[src/rtl/dpe_pkg.sv]
// dpe_pkg: shared definitions for the DPE egress demultiplexer.
//   - DPE_ADDR_*     : route-table index codes carried in tuser_dst
//   - DPE_PORT_*     : output port indices (0 = CPU, 1..4 = ETH)
//   - dpe_beat_t     : one stream beat at the default field widths
//   - dpe_rt_default : route-table contents after reset
package dpe_pkg;

  localparam int unsigned DPE_NUM_PORTS = 5;
  localparam int unsigned DPE_DATA_W    = 128;
  localparam int unsigned DPE_KEEP_W    = DPE_DATA_W / 8;
  localparam int unsigned DPE_SRC_W     = 3;
  localparam int unsigned DPE_DST_W     = 3;

  // Widest port mask the reset-table helper can describe.
  localparam int unsigned DPE_MASK_MAX_W = 32;

  localparam logic [DPE_DST_W-1:0] DPE_ADDR_CPU      = 3'd0;
  localparam logic [DPE_DST_W-1:0] DPE_ADDR_ETH_1    = 3'd1;
  localparam logic [DPE_DST_W-1:0] DPE_ADDR_ETH_2    = 3'd2;
  localparam logic [DPE_DST_W-1:0] DPE_ADDR_ETH_3    = 3'd3;
  localparam logic [DPE_DST_W-1:0] DPE_ADDR_ETH_4    = 3'd4;
  localparam logic [DPE_DST_W-1:0] DPE_ADDR_UNMAPPED = 3'd5;
  localparam logic [DPE_DST_W-1:0] DPE_ADDR_MCAST_13 = 3'd6;
  localparam logic [DPE_DST_W-1:0] DPE_ADDR_BCAST    = 3'd7;

  localparam int unsigned DPE_PORT_CPU   = 0;
  localparam int unsigned DPE_PORT_ETH_1 = 1;
  localparam int unsigned DPE_PORT_ETH_2 = 2;
  localparam int unsigned DPE_PORT_ETH_3 = 3;
  localparam int unsigned DPE_PORT_ETH_4 = 4;

  // Ports 1 and 3 (ETH_1 + ETH_3).
  localparam logic [DPE_MASK_MAX_W-1:0] DPE_MCAST_13_MASK =
      (DPE_MASK_MAX_W'(1) << DPE_PORT_ETH_1) | (DPE_MASK_MAX_W'(1) << DPE_PORT_ETH_3);

  typedef struct packed {
    logic [DPE_DATA_W-1:0] tdata;
    logic [DPE_KEEP_W-1:0] tkeep;
    logic                  tlast;
    logic                  tuser_bypass_all;
    logic                  tuser_bypass_stage;
    logic [DPE_SRC_W-1:0]  tuser_src;
    logic [DPE_DST_W-1:0]  tuser_dst;
  } dpe_beat_t;

  // Reset route-table entry: one-hot for direct port codes, then the
  // multicast and broadcast codes; anything else drops.
  function automatic logic [DPE_MASK_MAX_W-1:0] dpe_rt_default(input int unsigned idx,
                                                               input int unsigned num_ports);
    logic [DPE_MASK_MAX_W-1:0] mask;
    mask = '0;
    if (idx < num_ports) begin
      mask = DPE_MASK_MAX_W'(1) << idx;
    end else if (idx == 32'(DPE_ADDR_MCAST_13)) begin
      mask = DPE_MCAST_13_MASK;
    end else if (idx == 32'(DPE_ADDR_BCAST)) begin
      mask = (num_ports >= DPE_MASK_MAX_W) ? '1 : ((DPE_MASK_MAX_W'(1) << num_ports) - 1'b1);
    end
    return mask;
  endfunction

endpackage

[src/rtl/dpe_demux_port_reg.sv]
// dpe_demux_port_reg: single-entry output register with valid/ready.
// Ports:
//   clk, rst        clock, synchronous active-high reset
//   load, din       capture din this cycle (caller only loads when can_load)
//   ready           downstream ready
//   valid, dout     registered output beat
//   can_load        slot is free or draining this cycle
module dpe_demux_port_reg
  import dpe_pkg::*;
#(
  parameter int unsigned WIDTH = 8
) (
  input  logic             clk,
  input  logic             rst,
  input  logic             load,
  input  logic [WIDTH-1:0] din,
  input  logic             ready,
  output logic             valid,
  output logic [WIDTH-1:0] dout,
  output logic             can_load
);

  logic             valid_q;
  logic [WIDTH-1:0] data_q;

  assign can_load = !valid_q || ready;
  assign valid    = valid_q;
  assign dout     = data_q;

  // Load wins over drain so a simultaneous drain+load keeps streaming.
  always_ff @(posedge clk) begin
    if (rst) begin
      valid_q <= 1'b0;
      data_q  <= '0;
    end else if (load) begin
      valid_q <= 1'b1;
      data_q  <= din;
    end else if (ready) begin
      valid_q <= 1'b0;
    end
  end

endmodule

[src/rtl/dpe_demux_rt.sv]
// dpe_demux_rt: N-way DPE stream demultiplexer with a CPU-programmable
// route table (unicast / multicast / broadcast / drop).
// Optional build macro: DPE_DEMUX_HAIRPIN_BLOCK_EN removes the ingress port
// (tuser_src) from the looked-up mask so packets never echo back.
// Ports:
//   clk, rst                    clock, synchronous active-high reset
//   s_t*                        input stream (valid/ready, data, keep, last, user)
//   m_t*                        per-port output streams, port p at slice p
//   rt_we, rt_waddr, rt_wmask   route-table write port
//   drop_cnt                    saturating count of dropped packets
module dpe_demux_rt
  import dpe_pkg::*;
#(
  parameter int unsigned NUM_PORTS = 5,
  parameter int unsigned DATA_W    = 128,
  localparam int unsigned KEEP_W   = DATA_W / 8,
  parameter int unsigned SRC_W     = 3,
  parameter int unsigned DST_W     = 3,
  parameter int unsigned CNT_W     = 32
) (
  input  logic                          clk,
  input  logic                          rst,
  input  logic                          s_tvalid,
  output logic                          s_tready,
  input  logic [DATA_W-1:0]             s_tdata,
  input  logic [KEEP_W-1:0]             s_tkeep,
  input  logic                          s_tlast,
  input  logic                          s_tuser_bypass_all,
  input  logic                          s_tuser_bypass_stage,
  input  logic [SRC_W-1:0]              s_tuser_src,
  input  logic [DST_W-1:0]              s_tuser_dst,
  output logic [NUM_PORTS-1:0]          m_tvalid,
  input  logic [NUM_PORTS-1:0]          m_tready,
  output logic [NUM_PORTS*DATA_W-1:0]   m_tdata,
  output logic [NUM_PORTS*KEEP_W-1:0]   m_tkeep,
  output logic [NUM_PORTS-1:0]          m_tlast,
  output logic [NUM_PORTS-1:0]          m_tuser_bypass_all,
  output logic [NUM_PORTS-1:0]          m_tuser_bypass_stage,
  output logic [NUM_PORTS*SRC_W-1:0]    m_tuser_src,
  output logic [NUM_PORTS*DST_W-1:0]    m_tuser_dst,
  input  logic                          rt_we,
  input  logic [DST_W-1:0]              rt_waddr,
  input  logic [NUM_PORTS-1:0]          rt_wmask,
  output logic [CNT_W-1:0]              drop_cnt
);

  localparam int unsigned RT_DEPTH = 2 ** DST_W;
  localparam int unsigned BEAT_W   = DATA_W + KEEP_W + 3 + SRC_W + DST_W;

  logic [NUM_PORTS-1:0] rt_q [RT_DEPTH];
  logic                 in_pkt_q;
  logic [NUM_PORTS-1:0] held_mask_q;
  logic [CNT_W-1:0]     drop_cnt_q;

  logic [NUM_PORTS-1:0] cur_mask;
  logic [NUM_PORTS-1:0] sel_mask;
  logic [NUM_PORTS-1:0] can_load;
  logic [NUM_PORTS-1:0] load;
  logic                 accept;
  logic [BEAT_W-1:0]    beat_in;

  // ---------------------------------------------------------------------------
  // Route lookup. The table is read from the registered copy, so a write to
  // the same entry in the same cycle is only seen from the next cycle on.
  // ---------------------------------------------------------------------------
  always_comb begin
    cur_mask = rt_q[s_tuser_dst];
`ifdef DPE_DEMUX_HAIRPIN_BLOCK_EN
    if (32'(s_tuser_src) < NUM_PORTS) begin
      cur_mask = cur_mask & ~(NUM_PORTS'(1) << s_tuser_src);
    end
`endif
  end

  // Mid-packet beats follow the mask latched on the first beat; later
  // tuser_dst values and table writes cannot redirect them.
  assign sel_mask = in_pkt_q ? held_mask_q : cur_mask;

  // Only selected ports can stall the input; an empty mask always accepts.
  assign s_tready = &(~sel_mask | can_load);
  assign accept   = s_tvalid && s_tready;
  assign load     = accept ? sel_mask : '0;

  assign beat_in = {s_tdata, s_tkeep, s_tlast, s_tuser_bypass_all, s_tuser_bypass_stage,
                    s_tuser_src, s_tuser_dst};

  // ---------------------------------------------------------------------------
  // Route table
  // ---------------------------------------------------------------------------
  always_ff @(posedge clk) begin
    if (rst) begin
      for (int unsigned i = 0; i < RT_DEPTH; i++) begin
        rt_q[i] <= NUM_PORTS'(dpe_rt_default(i, NUM_PORTS));
      end
    end else if (rt_we) begin
      rt_q[rt_waddr] <= rt_wmask;
    end
  end

  // ---------------------------------------------------------------------------
  // Packet tracking: mask latched on the first accepted beat, in_pkt held
  // until the accepted tlast. Single-beat packets never set in_pkt.
  // ---------------------------------------------------------------------------
  always_ff @(posedge clk) begin
    if (rst) begin
      in_pkt_q    <= 1'b0;
      held_mask_q <= '0;
    end else if (accept) begin
      if (!in_pkt_q) begin
        held_mask_q <= cur_mask;
      end
      in_pkt_q <= !s_tlast;
    end
  end

  // ---------------------------------------------------------------------------
  // Drop counter: one count per dropped packet, saturating.
  // ---------------------------------------------------------------------------
  always_ff @(posedge clk) begin
    if (rst) begin
      drop_cnt_q <= '0;
    end else if (accept && s_tlast && (sel_mask == '0) && !(&drop_cnt_q)) begin
      drop_cnt_q <= drop_cnt_q + CNT_W'(1);
    end
  end

  assign drop_cnt = drop_cnt_q;

  // ---------------------------------------------------------------------------
  // Per-port output registers
  // ---------------------------------------------------------------------------
  for (genvar p = 0; p < NUM_PORTS; p++) begin : g_port
    logic [BEAT_W-1:0] dout;

    dpe_demux_port_reg #(
      .WIDTH (BEAT_W)
    ) u_port_reg (
      .clk      (clk),
      .rst      (rst),
      .load     (load[p]),
      .din      (beat_in),
      .ready    (m_tready[p]),
      .valid    (m_tvalid[p]),
      .dout     (dout),
      .can_load (can_load[p])
    );

    assign {m_tdata[p*DATA_W +: DATA_W], m_tkeep[p*KEEP_W +: KEEP_W], m_tlast[p],
            m_tuser_bypass_all[p], m_tuser_bypass_stage[p], m_tuser_src[p*SRC_W +: SRC_W],
            m_tuser_dst[p*DST_W +: DST_W]} = dout;
  end

endmodule

[config.mk]
export PLATFORM = sky130hd
export DESIGN_NAME = dpe_demux_rt
export DESIGN_NICKNAME = d
export VERILOG_FILES = /design/src/rtl/dpe_pkg.sv /design/src/rtl/dpe_demux_port_reg.sv /design/src/rtl/dpe_demux_rt.sv
export SDC_FILE = /design/constraint.sdc
export NUM_CORES = 2
export LEC_CHECK = 0
export ABC_AREA = 1
export CAP_MARGIN = 30
export CORE_AREA = 3 3 378 380
export DETAILED_ROUTE_END_ITERATION = 10
export DIE_AREA = 0 0 381 383
export PLACE_DENSITY_LB_ADDON = 0.1
export SLEW_MARGIN = 20
export SYNTH_ARGS = -nofsm -noshare
export SYNTH_HDL_FRONTEND = slang
export SYNTH_SLANG_ARGS = --single-unit
export TNS_END_PERCENT = 1
[constraint.sdc]
create_clock -name clk -period 2.7 [get_ports clk]
set_input_delay 0.27 -clock clk [delete_from_list [all_inputs] [get_ports clk]]
set_output_delay 0.27 -clock clk [all_outputs]
set_load 0.05 [all_outputs]
# Yosys cells after proc, flatten, opt, wreduce, memory -nomap -nowiden
# Memories as Yosys holds them, arrays and structs flattened.
# Cells that the tools add are included.
# Widths: inputs -> output; s select.
# op_classes
n_addsub,1
n_mul,0
div,0
n_lt_le_gt_ge,0
eq_ne,0
n_shift,0
muxes,27
n_bitwise,2
reduce_logical,25
# ops
cell,n
$mux 5,10
$add 32x1->32 const B,1
$reduce_and 32->1,1
$mux 1,16
$reduce_bool 2->1,5
$logic_not 1->1,7
$logic_not 5->1,1
$logic_or 1x1->1,5
$not 5->5,1
$or 5x5->5,1
$reduce_and 5->1,1
$reduce_or 5->1,1
$logic_and 1x1->1,4
$mux 3,1
# word_totals
ff_bits,808
latch_bits,0
ram_bits,40
rom_bits,0
input_bits,170
output_inout_bits,803
wordCells,69
n_memories,1
# mem_list
memory,depth,word_bits,rd,rd_ports_with_merged_regs,wr,line_no,source
rt_q,8,5,1,0,8,dpe_demux_rt.sv:50,logic [NUM_PORTS-1:0] rt_q [RT_DEPTH];

# Logic depth before layout (Yosys ltp)
# An unclocked memory read counts as a cell.
# depth
depth_word,9
depth_mapped,19
mapped_depth_nobuf,15

# Cells and area by module
# Synthesis repeated with hierarchy kept, for this count alone.
# hier_totals
hier_cells,3932
area_unflattened_um2,30619.4
# modules_own_cells
module,instances,cells_each,area_per_inst_um2,seq_area_each_um2
dpe_demux_port_reg,5,667,5287.6,3083.0
dpe_demux_rt,1,597,4181.5,1961.9

# Worst setup path after synthesis
# OpenSTA, ideal clock, no wires.
# synth_path
path_type,register -> register
start,reg drop_cnt_q[0] (netlist: drop_cnt[0])
end,reg drop_cnt_q[26] (netlist: drop_cnt[26])
setup_ps,117
arrival_ps,2295
t_required_ps,2583
path_slack_ps,288
stages_incl_launch_ff,16
n_path_buf,1
synth_period_minus_slack_ps,2412
cell_sequence,dfxtp_1 > ha_1 > nand2_1 > nor2_1 > nand2_1 > nor2_1 > nand2_1 > nor2_1 > nand4_1 > clkbuf_1 > nand3_1 > nor2_1 > nand2_1 > nor2_1 > a21oi_1 > nor2_1
# synth_between
elab_chain_cells,3
word_cells_on_any_way,4
classes_between,add/sub (1); reduce/logical (3)
# synth_rtl
element,line_no,source
start: declaration,dpe_demux_rt.sv:53,logic [CNT_W-1:0] drop_cnt_q;
start signal: assignment,dpe_demux_rt.sv:123,drop_cnt_q <= drop_cnt_q + CNT_W'(1);
branches (longest 3 deep; another with $add 32x1->32),-,
# Parallel ways; which one is timed is not known.
# A chain may end at the register's enable or synchronous reset.

# Worst setup path in the final report
# layout_path
start,mem rt_q[7][1]
end,out s_tready
# layout_between
elab_chain_cells,5
# layout_rtl
element,line_no,source
start: declaration,dpe_demux_rt.sv:50,
$mem_v2 8x5,-,
$mux 5,-,
$not 5->5,dpe_demux_rt.sv:80,assign s_tready = &(~sel_mask | can_load);
$or 5x5->5,dpe_demux_rt.sv:80,
$reduce_and 5->1,dpe_demux_rt.sv:80,
end: declaration,dpe_demux_rt.sv:24,"output logic s_tready,"
# Every way passes these cells.

==> results.tsv <==
metric	value	unit
hold depth	4	
hold path endpoint	g_port[3].u_port_reg.valid	
fraction of layout cells with a size suffix above 1	0.0704	
most used cell, CP	nand3_1	
ys flop type	dfxtp_1	
H-tree Lvls	3	
Hold Crit Class	in -> reg	
CP Class	reg -> out	
ys async rst share	0	
initial antenna violation count	7	
worst slew pin tran	0.857	ns
input/output buffers	972	
largest area contributor in the netlist	dfxtp_1	
via count	31800	
critical path fanouts, max	2	
Reg2Reg Depth	15	
DR vias/cell	4.64	
Die H	383	um
Post-synth EDFFs	40	
RSZ-0062 raised after global routing	false	
root buffer cell	clkbuf_16	
worst vdd ir	0.499	mV
final setup vio count	0	
CTS buffer count	103	
num rows	137	
yosys warns	0	
clk_skew	0.0436	ns
hold_sp	m_tready[3]	
synthesized area	32200	sq um
CTS Buffer Depth	3	
# placed instances	6666	
Final ANT Viol Nets	0	
# IOs	973	
post-synthesis net count	4196	
Period minus WS final	2.49	ns
Final Slew Violations	0	
register-to-register setup slack	0.30	ns
Initial Utilization	0.231	
final hold vios	0	
placer congestion estimate	0.795	
register area share after synthesis	0.540	
pin count of the biggest net entering global routing	169	
total die area	146000	sq um
Final HPWL DP	112000	um
Arr. time, crit path	2.22	ns
Filler cells	14600	
Tcrit/Tclk final	0.923	
Syn Area/Cell	8.00	sq um
data required time at the worst endpoint	2.43	ns
slowest stage cell, crit path	edfxtp_1	
CP bufs+invs	3	
total track usage	0.212	
number of global-route vias before repair	30800	
placed standard-cell area	44100	sq um
area of the core	140000	sq um
Netlist cell types	26	
first-pass GRT wire length	231000	um
fin cells	6863	
Worst Setup Start Kind	flip-flop	
fmax	401	MHz
post-route cell area	47700	sq um
Mapped Cells	4025	
total iterations of the first detailed-routing run	5	
area growth from synthesis to layout	48.1	%
Routed WL	163000	um
final core occ	0.342	
starting DRC count in detailed routing	2127	
Synth top cells by count	934 x nand2_1, 843 x nand3_1, 808 x dfxtp_1	
final hold slack	0.232	ns
CP endpoint kind	output port	
Synth top area share	0.502	
GRT Residual Overflow	0	
CTS Sinks	848	
slew margin rel.	0.429	
flops & latches, synth	848	
top cells by area, synth	dfxtp_1 50%, nand3_1 13%, a21oi_1 12%, nand2_1 11%, edfxtp_1 3.7%	
Die Wd	381	um
most common cell in the netlist	nand2_1	
Crit path largest cell delay	0.37	ns
Layout Nets	5067	
Tot Pwr	37.9	mW
insertion delay of the later-clocked pin in the worst-skew pair	0.72	ns
worst r2r dst	g_port[0].u_port_reg.dout[28]	
Worst-path clk slew	0.06	ns
leakage power	16.7	nW
critical-path cell list	inv_1 > nand2_1 > nand3_1 > nand3_1 > nand3_1 > nand2_4 > nand2_1 > nand3_1 > nor2_4 > buf_4 > buf_12	
Pwr Density	795	nW/um^2
MaxCap Viol Count	0	
Stages on worst setup path	11	
R2R Path Start	rt_q[7][1]	
WL/cell	23.7	um
CTS tree	yes	
Post-CTS Resized	0	
status	finished, final reports clean	
family with the most delay on the worst path	simple AND/OR/NAND/NOR gates	
drt drc	0	
## repair_timing
item,in CTS,in global routing
setup endpoints to repair,0,0
hold buffers,1,0
hold endpoints to repair,1,0
setup buffers,0,0
## where the power goes
| group | switching [mW] | internal (mW) |
|---|---|---|
| Clock | 5.92 | 8.44 |
| Sequential | 0.471 | 13.5 |
| Combinational | 6.74 | 2.83 |
| Total | 13.1 | 24.8 |
## layer usage
metal  part of all wire  vias to the layer above  track usage  routed length [um]
met5           0.000080                        -            0                  13
met2               0.47                     1096        0.349               76300
met1               0.42                    15300        0.262               68000
li1                   -                    15300            -                   -
met3              0.093                      146       0.0785               15100
met4              0.020                        2       0.0535                3260
## cells in the final DEF, fill, tap and decap left out
cell type	n
ha_1	1
nor2_4	2
edfxtp_1	40
clkbuf_16	107
clkdlybuf4s50_1	970
buf_12	57
nor2_1	110
xnor2_1	1
nand2_4	11
inv_6	2
inv_4	2
o21ai_0	1
clkbuf_4	1
a21oi_1	804
o21ai_1	1
inv_16	2
nand2_1	924
nor3_1	7
clkbuf_8	36
inv_1	94
clkbuf_1	17
or2_1	1
nand3_1	843
dfxtp_1	808
bufinv_16	2
clkinv_16	1
buf_8	1
clkinv_8	1
buf_4	101
clkinvlp_4	3
clkinv_1	1
inv_2	2
clkinv_2	20
dlygate4sd3_1	1
diode_2	4
nand4_1	8
## registers in the layout, summed over array words and instances, names as in the netlist
register                 cells
drop_cnt                    32
g_port.u_port_reg.dout     765
g_port.u_port_reg.valid      5
held_mask_q                  5
in_pkt_q                     1
rt_q                        40
## final cells by class
type / count / area (sq um) / area share
clock inverter: 31 / 273 / 0.00572
tap: 1876 / 2350 / 0.0492
multi-input combinational: 2714 / 12400 / 0.260
clock buffer: 161 / 3240 / 0.0681
inverter: 99 / 390 / 0.00819
sequential: 848 / 17400 / 0.365
timing repair buffer: 1130 / 11600 / 0.244
antenna: 4 / 10.0 / 0.000210
## worst register-to-register path, cell delays in order (launching register included)
cell	delay, ns
edfxtp_1	0.37
inv_1	0.06
nand2_1	0.05
nand3_1	0.08
nand3_1	0.09
nand3_1	0.19
nand2_4	0.06
nand2_1	0.08
nand3_1	0.12
nor2_4	0.13
nand2_4	0.10
inv_16	0.15
nand2_4	0.12
buf_12	0.20
nand2_1	0.36
a21oi_1	0.07
## how the worst max path moves through the flow
stage                        start                             to  slack, ns
CTS                     rt_q[7][1]                       s_tready        0.1
global route            rt_q[7][1]                       s_tready       0.02
detailed placement  s_tuser_dst[0]  g_port[4].u_port_reg.dout[54]      -0.44
global placement    s_tuser_dst[0]  g_port[2].u_port_reg.dout[11]      -0.41
floorplan              drop_cnt[0]                   drop_cnt[26]       0.29
finish                  rt_q[7][1]                       s_tready       0.21
## per-stage QoR
stage	setup WS (ns)	setup TNS [ns]
final	0.209	0
after global routing	0.0192	0
after CTS	0.0951	0
after detailed placement	-0.441	-291.27
after global placement	-0.407	-263.36
after floorplan	0.288	0
## logic make-up (layout without fill, tap and decap cells)
| group | Yosys count | in the layout | share of synthesized area |
|---|---|---|---|
| AO/OA/AOI/OAI | 806 | 806 | 0.125 |
| other | 0 | 4 | 0 |
| XOR/XNOR | 1 | 1 | 0.000272 |
| adder cells (fa/ha/maj) | 1 | 1 | 0.000389 |
| buffers and inverters | 463 | 1421 | 0.0779 |
| flip-flops | 848 | 848 | 0.540 |
| AND/OR/NAND/NOR | 1906 | 1906 | 0.256 |
Power figures use the tool's default switching activity.
